`src/rtl/layer_io_sequencer_pkg.sv`:
```
// Shared types and helpers for the dense-layer stream sequencer.
// Latency: n/a (package only).
// Backpressure: n/a (package only).
package layer_pkg;

  localparam int FP_W    = 32;
  localparam int EXP_MSB = 30;
  localparam int EXP_LSB = 23;

  typedef enum logic [1:0] {
    LOAD,
    SETTLE,
    CAPTURE,
    DRAIN
  } state_t;

  // Bit offset of word k inside a packed bus of FP_W-wide words
  // (word k lives at [FP_W*k + FP_W-1 : FP_W*k]); use with "+: FP_W".
  function automatic int word_lsb(input int k);
    return k * FP_W;
  endfunction

  // Exponent all-ones marks Inf or NaN.
  function automatic logic is_nonfinite(input logic [FP_W-1:0] w);
    return &w[EXP_MSB:EXP_LSB];
  endfunction

endpackage

```
`src/rtl/layer_io_sequencer_if.sv`:
```
// Bundle of stream and parallel-bus signals between the sequencer and its neighbours.
// Latency: n/a (wiring only).
// Backpressure: carries in_valid/in_ready and out_valid/out_ready handshakes.
// Ports: in_* (input word stream), a_bus/n_bus (node-bank buses), out_* (output
// word stream), busy; nan_seen only when LAYER_IO_NAN_FLUSH_EN is defined.
interface layer_io_sequencer_if
  import layer_pkg::*;
#(
  parameter int N_IN  = 10,
  parameter int N_OUT = 16
);
  logic                    in_valid;
  logic                    in_ready;
  logic [FP_W-1:0]         in_data;
  logic [FP_W*N_IN-1:0]    a_bus;
  logic [FP_W*N_OUT-1:0]   n_bus;
  logic                    out_valid;
  logic                    out_ready;
  logic [FP_W-1:0]         out_data;
  logic                    out_last;
  logic                    busy;
`ifdef LAYER_IO_NAN_FLUSH_EN
  logic                    nan_seen;
`endif

  // Sequencer side.
  modport slave (
    input  in_valid, in_data, n_bus, out_ready,
    output in_ready, a_bus, out_valid, out_data, out_last, busy
`ifdef LAYER_IO_NAN_FLUSH_EN
    , output nan_seen
`endif
  );

  // Upstream/downstream/node-bank side.
  modport master (
    output in_valid, in_data, n_bus, out_ready,
    input  in_ready, a_bus, out_valid, out_data, out_last, busy
`ifdef LAYER_IO_NAN_FLUSH_EN
    , input nan_seen
`endif
  );

endinterface

```
`src/rtl/layer_io_sequencer_out_serializer.sv`:
```
// Snapshots the node-bank N-bus and streams it out one word per handshake.
// Latency: first word valid the cycle after the capture pulse.
// Backpressure: holds data/last while out_ready is low; never drops a word.
// Ports: i_capture (one-cycle snapshot strobe), i_n_bus, i_out_ready,
// o_out_valid/o_out_data/o_out_last, o_done (last-word handshake pulse),
// o_nan_seen only when LAYER_IO_NAN_FLUSH_EN is defined.
module layer_out_serializer
  import layer_pkg::*;
#(
  parameter int N_OUT = 16
) (
  input  logic                  clk,
  input  logic                  rst_n,
  input  logic                  i_capture,
  input  logic [FP_W*N_OUT-1:0] i_n_bus,
  input  logic                  i_out_ready,
  output logic                  o_out_valid,
  output logic [FP_W-1:0]       o_out_data,
  output logic                  o_out_last,
  output logic                  o_done
`ifdef LAYER_IO_NAN_FLUSH_EN
  , output logic                o_nan_seen
`endif
);

  localparam int OUT_CW = (N_OUT > 1) ? $clog2(N_OUT) : 1;
  localparam logic [OUT_CW-1:0] OUT_LAST = OUT_CW'(N_OUT - 1);

  logic [FP_W-1:0]   r_cap [N_OUT];
  logic [OUT_CW-1:0] r_out_cnt;
  logic              r_out_valid;
  logic [FP_W-1:0]   w_cap_word [N_OUT];
  logic              w_last_word;
  logic              w_hs;
`ifdef LAYER_IO_NAN_FLUSH_EN
  logic              r_nan_seen;
  logic              w_any_nan;
`endif

  // Word selection for the snapshot; non-finite words are zeroed when flushing.
  always_comb begin
`ifdef LAYER_IO_NAN_FLUSH_EN
    w_any_nan = 1'b0;
`endif
    for (int j = 0; j < N_OUT; j++) begin
      w_cap_word[j] = i_n_bus[word_lsb(j) +: FP_W];
`ifdef LAYER_IO_NAN_FLUSH_EN
      if (is_nonfinite(w_cap_word[j])) begin
        w_cap_word[j] = '0;
        w_any_nan     = 1'b1;
      end
`endif
    end
  end

  assign w_last_word = (r_out_cnt == OUT_LAST);
  assign w_hs        = r_out_valid & i_out_ready;

  always_ff @(posedge clk or negedge rst_n) begin
    if (!rst_n) begin
      for (int j = 0; j < N_OUT; j++) r_cap[j] <= '0;
      r_out_cnt   <= '0;
      r_out_valid <= 1'b0;
`ifdef LAYER_IO_NAN_FLUSH_EN
      r_nan_seen  <= 1'b0;
`endif
    end else if (i_capture) begin
      for (int j = 0; j < N_OUT; j++) r_cap[j] <= w_cap_word[j];
      r_out_cnt   <= '0;
      r_out_valid <= 1'b1;
`ifdef LAYER_IO_NAN_FLUSH_EN
      r_nan_seen  <= r_nan_seen | w_any_nan;
`endif
    end else if (w_hs) begin
      if (w_last_word) begin
        r_out_cnt   <= '0;
        r_out_valid <= 1'b0;
`ifdef LAYER_IO_NAN_FLUSH_EN
        // The final handshake is the LOAD re-entry point for the sequencer.
        r_nan_seen  <= 1'b0;
`endif
      end else begin
        r_out_cnt <= r_out_cnt + 1'b1;
      end
    end
  end

  assign o_out_valid = r_out_valid;
  assign o_out_data  = r_cap[r_out_cnt];
  // Counter idles at 0 between frames, so gate with valid to keep last low.
  assign o_out_last  = r_out_valid & w_last_word;
  assign o_done      = w_hs & w_last_word;
`ifdef LAYER_IO_NAN_FLUSH_EN
  assign o_nan_seen  = r_nan_seen;
`endif

endmodule

```
`src/rtl/layer_io_sequencer.sv`:
```
// Deserialises float32 activations onto the A-bus, waits a settle window, captures the N-bus and serialises it out.
// Latency: first output word N_IN+SETTLE_CYCLES+1 clocks after first accept; full frame adds N_OUT.
// Backpressure: in_ready low outside LOAD; DRAIN stalls indefinitely on out_ready low.
// Ports: clk, rst_n (async active-low), io (layer_io_sequencer_if.slave).
// Optional: define LAYER_IO_NAN_FLUSH_EN to zero Inf/NaN node outputs and raise io.nan_seen.
module layer_io_sequencer
  import layer_pkg::*;
#(
  parameter int N_IN          = 10,
  parameter int N_OUT         = 16,
  parameter int SETTLE_CYCLES = 4
) (
  input  logic                 clk,
  input  logic                 rst_n,
  layer_io_sequencer_if.slave  io
);

  localparam int IN_CW  = (N_IN > 1) ? $clog2(N_IN) : 1;
  localparam int SET_CW = (SETTLE_CYCLES > 1) ? $clog2(SETTLE_CYCLES) : 1;
  localparam logic [IN_CW-1:0]  IN_LAST  = IN_CW'(N_IN - 1);
  localparam logic [SET_CW-1:0] SET_LAST = SET_CW'(SETTLE_CYCLES - 1);

  state_t               r_state;
  logic [IN_CW-1:0]     r_in_cnt;
  logic [SET_CW-1:0]    r_settle_cnt;
  logic [FP_W*N_IN-1:0] r_a_bus;
  logic                 r_in_ready;

  logic                 w_accept;
  logic                 w_capture;
  logic                 w_drain_done;
  logic                 w_out_valid;
  logic [FP_W-1:0]      w_out_data;
  logic                 w_out_last;
`ifdef LAYER_IO_NAN_FLUSH_EN
  logic                 w_nan_seen;
`endif

  assign w_accept  = (r_state == LOAD) & r_in_ready & io.in_valid;
  assign w_capture = (r_state == CAPTURE);

  always_ff @(posedge clk or negedge rst_n) begin
    if (!rst_n) begin
      r_state      <= LOAD;
      r_in_cnt     <= '0;
      r_settle_cnt <= '0;
      r_a_bus      <= '0;
      r_in_ready   <= 1'b0;
    end else begin
      case (r_state)
        LOAD: begin
          // in_ready rises the first clock after reset release.
          r_in_ready <= 1'b1;
          if (w_accept) begin
            r_a_bus[word_lsb(int'(r_in_cnt)) +: FP_W] <= io.in_data;
            if (r_in_cnt == IN_LAST) begin
              r_in_cnt     <= '0;
              r_settle_cnt <= '0;
              r_in_ready   <= 1'b0;
              r_state      <= SETTLE;
            end else begin
              r_in_cnt <= r_in_cnt + 1'b1;
            end
          end
        end
        SETTLE: begin
          // A-bus is frozen here so the combinational node bank can resolve.
          if (r_settle_cnt == SET_LAST) begin
            r_settle_cnt <= '0;
            r_state      <= CAPTURE;
          end else begin
            r_settle_cnt <= r_settle_cnt + 1'b1;
          end
        end
        CAPTURE: begin
          r_state <= DRAIN;
        end
        DRAIN: begin
          if (w_drain_done) begin
            r_in_ready <= 1'b1;
            r_state    <= LOAD;
          end
        end
        default: r_state <= LOAD;
      endcase
    end
  end

  layer_out_serializer #(
    .N_OUT (N_OUT)
  ) u_out_serializer (
    .clk         (clk),
    .rst_n       (rst_n),
    .i_capture   (w_capture),
    .i_n_bus     (io.n_bus),
    .i_out_ready (io.out_ready),
    .o_out_valid (w_out_valid),
    .o_out_data  (w_out_data),
    .o_out_last  (w_out_last),
    .o_done      (w_drain_done)
`ifdef LAYER_IO_NAN_FLUSH_EN
    , .o_nan_seen (w_nan_seen)
`endif
  );

  assign io.in_ready  = r_in_ready;
  assign io.a_bus     = r_a_bus;
  assign io.out_valid = w_out_valid;
  assign io.out_data  = w_out_data;
  assign io.out_last  = w_out_last;
  assign io.busy      = !((r_state == LOAD) && (r_in_cnt == '0));
`ifdef LAYER_IO_NAN_FLUSH_EN
  assign io.nan_seen  = w_nan_seen;
`endif

endmodule

```
`src/flat_wrapper.sv`:
```
// flat-port wrapper written by rule: the top's interface ports become plain ports
module layer_io_sequencer_flat import layer_pkg::*;
#(
  parameter int N_IN          = 10,
  parameter int N_OUT         = 16,
  parameter int SETTLE_CYCLES = 4
)
  (clk, rst_n, io_in_valid, io_in_data, io_n_bus, io_out_ready, io_in_ready, io_a_bus, io_out_valid, io_out_data, io_out_last, io_busy);
  layer_io_sequencer_if #(.N_IN(N_IN), .N_OUT(N_OUT)) io_i ();
  input  logic clk;
  input  logic rst_n;
  input wire logic [$bits(io_i.in_valid)-1:0] io_in_valid;
  input wire logic [$bits(io_i.in_data)-1:0] io_in_data;
  input wire logic [$bits(io_i.n_bus)-1:0] io_n_bus;
  input wire logic [$bits(io_i.out_ready)-1:0] io_out_ready;
  output wire logic [$bits(io_i.in_ready)-1:0] io_in_ready;
  output wire logic [$bits(io_i.a_bus)-1:0] io_a_bus;
  output wire logic [$bits(io_i.out_valid)-1:0] io_out_valid;
  output wire logic [$bits(io_i.out_data)-1:0] io_out_data;
  output wire logic [$bits(io_i.out_last)-1:0] io_out_last;
  output wire logic [$bits(io_i.busy)-1:0] io_busy;
  assign io_i.in_valid = io_in_valid;
  assign io_i.in_data = io_in_data;
  assign io_i.n_bus = io_n_bus;
  assign io_i.out_ready = io_out_ready;
  assign io_in_ready = io_i.in_ready;
  assign io_a_bus = io_i.a_bus;
  assign io_out_valid = io_i.out_valid;
  assign io_out_data = io_i.out_data;
  assign io_out_last = io_i.out_last;
  assign io_busy = io_i.busy;
  layer_io_sequencer #(.N_IN(N_IN), .N_OUT(N_OUT), .SETTLE_CYCLES(SETTLE_CYCLES)) u_core (.clk(clk), .rst_n(rst_n), .io(io_i));
endmodule
```
`config.mk`:
```
export PLATFORM = sky130hd
export DESIGN_NAME = layer_io_sequencer_flat
export DESIGN_NICKNAME = d
export VERILOG_FILES = /design/src/rtl/layer_io_sequencer_pkg.sv /design/src/rtl/layer_io_sequencer_if.sv /design/src/rtl/layer_io_sequencer_out_serializer.sv /design/src/rtl/layer_io_sequencer.sv /design/src/flat_wrapper.sv
export SDC_FILE = /design/constraint.sdc
export NUM_CORES = 2
export LEC_CHECK = 0
export ABC_AREA = 1
export CAP_MARGIN = 25
export CORE_AREA = 2 2 347 349
export DETAILED_ROUTE_END_ITERATION = 12
export DIE_AREA = 0 0 349 351
export DONT_BUFFER_PORTS = 1
export SLEW_MARGIN = 5
export SYNTH_ARGS = -nofsm -noshare
export SYNTH_HDL_FRONTEND = slang
export SYNTH_SLANG_ARGS = --single-unit
```
`constraint.sdc`:
```
create_clock -name clk -period 2 [get_ports clk]
set_input_delay 0.6 -clock clk [delete_from_list [all_inputs] [get_ports clk]]
set_output_delay 0.6 -clock clk [all_outputs]
set_load 0.01 [all_outputs]
```
==> flow_summary.json <==
{
  "ys_types": 28,
  "drv_slew": 0,
  "area_growth_pct": 33.4,
  "power.density_mw_per_mm2": 1800,
  "place_congestion": 0.963,
  "die_area_mm2": 0.122,
  "period_share_pct": 152,
  "synthTopCellsByArea": "dfrtp_1 54%, nand2_1 21%, o21ai_0 5.5%",
  "final_cell_area_mm2": 0.0520,
  "synth-seq-cells": 846,
  "status": "finished with violations",
  "hold_slack_ns": -0.0558,
  "holdCritPathClass": "in2async",
  "final_cell_mix": "1970 x nand2_1, 843 x dfrtp_1, 383 x o21ai_0",
  "period_needed_ns": 3.04,
  "htreeDepth": 3,
  "antenna_left": 0,
  "syn-mean-instance-area_um2": 7.70,
  "synth_area_leader_cell": "dfrtp_1",
  "grt_max_degree": 847,
  "rsz0062_at_grt": "true",
  "timing.slew.headroom_pct": 17.3,
  "syn_area_mm2": 0.0390,
  "clk_latency_ns": 0.69,
  "wl_um": 184000,
  "grt_util_met2_pct": 44.8,
  "clockRootBuffer": "clkbuf_16",
  "critPathMaxFanout": 8,
  "die_w_um": 349,
  "nNetsFinal": 5939,
  "p_leak_uw": 0.0253,
  "grtUsageMet1_pct": 32.7,
  "placed_cell_area_mm2": 0.0429,
  "clk_pin_slew_ns": 0.06,
  "start_util_pct": 32.7,
  "die_h_um": 351,
  "synth_nets": 5616,
  "met3_usage_pct": 7.83,
  "cp_data_required_time_ns": 1.40,
  "dpl.hpwl_um": 130000,
  "cp-start-kind": "flop",
  "dr.pass1.iters": 7,
  "syn_inst": 5058,
  "critPathKind": "reg2out",
  "finalHoldViolations": 5,
  "finalSetupTns_ns": -34.49,
  "drive_gt1_share_pct": 17.4,
  "portBuffers": 0,
  "grt_pass1_wl_um": 246000,
  "synth_top_area_share_pct": 54.3,
  "num_vias": 37200,
  "grt_util_all_layers_pct": 27.6,
  "worstPathArrival_ns": 2.44,
  "antenna_found_initial": 66,
  "cts_buffers": 95,
  "wl_per_cell_um": 26.2,
  "synth_warnings": 0,
  "drc": 0,
  "via_per_inst": 5.29,
  "setup_ws_ns": -1.04,
  "top_usage_layer": "met2",
  "ir_drop_mv": 1.14,
  "core-area_mm2": 0.119,
  "cts_buffer_depth": 3,
  "final-setup-viol-count": 179,
  "violations": "negative hold slack, negative setup slack",
  "drt_iter0_markers": 4387,
  "grt-ovfl-total": 0,
  "synth.yosys.seq_area_share_pct": 54.3,
  "end_kind": "primary output",
  "layout_commonest_cell": "nand2_1",
  "tritoncts": "done",
  "rows": 127,
  "num_io_pins": 904,
  "grt_pass1_vias": 34800,
  "clock-sinks": 846,
  "tightest_slew_ns": 1.24,
  "max_freq_ghz": 0.329,
  "maxCapViolations": 0,
  "clock_skew_ns": 0.0389
}
## Yosys cell counts (all sizes together)
library cell	count
nand2	2157
dfrtp	846
o21ai	545
inv	379
nand3	370
nor2	224
clkbuf	195
buf	143
o211ai	102
a21oi	37
nor3	35
ha	10
nand4	8
clkinv	4
a211oi	1
o22ai	1
xor2	1
## kinds of logic (layout without fill, tap and decap cells)
group                      Yosys count  in the layout  synth area share [%]
other                                0             33                     0
AOI/OAI and AO/OA                  686            686                  9.48
and+or+nand+nor                   2794           2794                  28.5
adders and majority gates           10             10                 0.321
buffers and inverters              721           1118                  7.40
DFF                                846            846                  54.3
xor gates and xnor gates             1              1                0.0225
## registers in the layout, indices dropped and copies added, names as in the netlist
signal                               cells
u_core.io.in_ready                       1
u_core.r_state                           2
u_core.r_settle_cnt                      2
u_core.u_out_serializer.o_out_valid      1
u_core.io.a_bus                        320
u_core.u_out_serializer.r_out_cnt        4
u_core.r_in_cnt                          4
u_core.u_out_serializer.r_cap          512
## worst max-delay path, stage by stage (launching register included)
cell and delay [ns]:
dfrtp_4 0.52, buf_8 0.16, buf_12 0.14, buf_6 0.12, o211ai_1 0.30, nand3_1 0.18
nand3_1 0.14, buf_6 0.14, nand2_4 0.06
## per-layer routing
layer / share of wire (%) / vias to the layer above
met5: 0.16 / -
met4: 6.9 / 46
met3: 10 / 550
met2: 46 / 2169
met1: 36 / 17800
li1: - / 16600
## power breakdown
part           internal, uW  switching, uW
Combinational         17300          29800
Sequential            23700           4560
Clock                 10500           7700
Total                 51600          42000
## cell type report
| type | instances | area (um2) |
|---|---|---|
| fill | 11700 | 67100 |
| sequential | 846 | 21200 |
| multi-input combinational | 3491 | 16700 |
| timing repair buffer | 564 | 7360 |
| clock buffer | 140 | 2840 |
| tap | 1548 | 1940 |
| inverter | 383 | 1490 |
| clock inverter | 31 | 392 |
| antenna | 33 | 82.6 |
## path summary, 6_finish.rpt
check	start	end	slack, ns	depth (start not counted)
setup / recovery	u_core.u_out_serializer.r_out_cnt[0]	io_out_data[14]	-1.04	8
hold / removal	rst_n	u_core.io.a_bus[106]	-0.06	2
setup reg to reg	u_core.r_in_cnt[1]	u_core.io.a_bus[255]	-0.06	12
hold reg to reg	u_core.u_out_serializer.r_cap[179]	u_core.u_out_serializer.r_cap[179]	0.47	2
max in group asynchronous	rst_n	u_core.u_out_serializer.r_cap[448]	-0.06	4
min in group clk	io_n_bus[445]	u_core.u_out_serializer.r_cap[93]	0.04	2
## metrics by stage
step                instances  setup WS [ns]  total power, uW  utilization (%)
floorplan                5058        -0.0108            48100                -
global placement         6560         -0.435            65400             36.0
detailed placement       6560         -0.436            65900             36.0
CTS                      6916          -1.04            87500             41.2
global route             7020          -1.08            98000             43.6
finish                   7036          -1.04            93600             43.7
## what timing repair did
item                       in CTS  in global routing
gates cloned                   20                 49
setup endpoints to repair     153                614
hold endpoints to repair      992                 51
hold buffers                  146                  3
gates resized for setup       195                394
pin swaps                      64                166
buffers inserted               20                 37
Note: power is estimated with default switching activity, not from simulation.
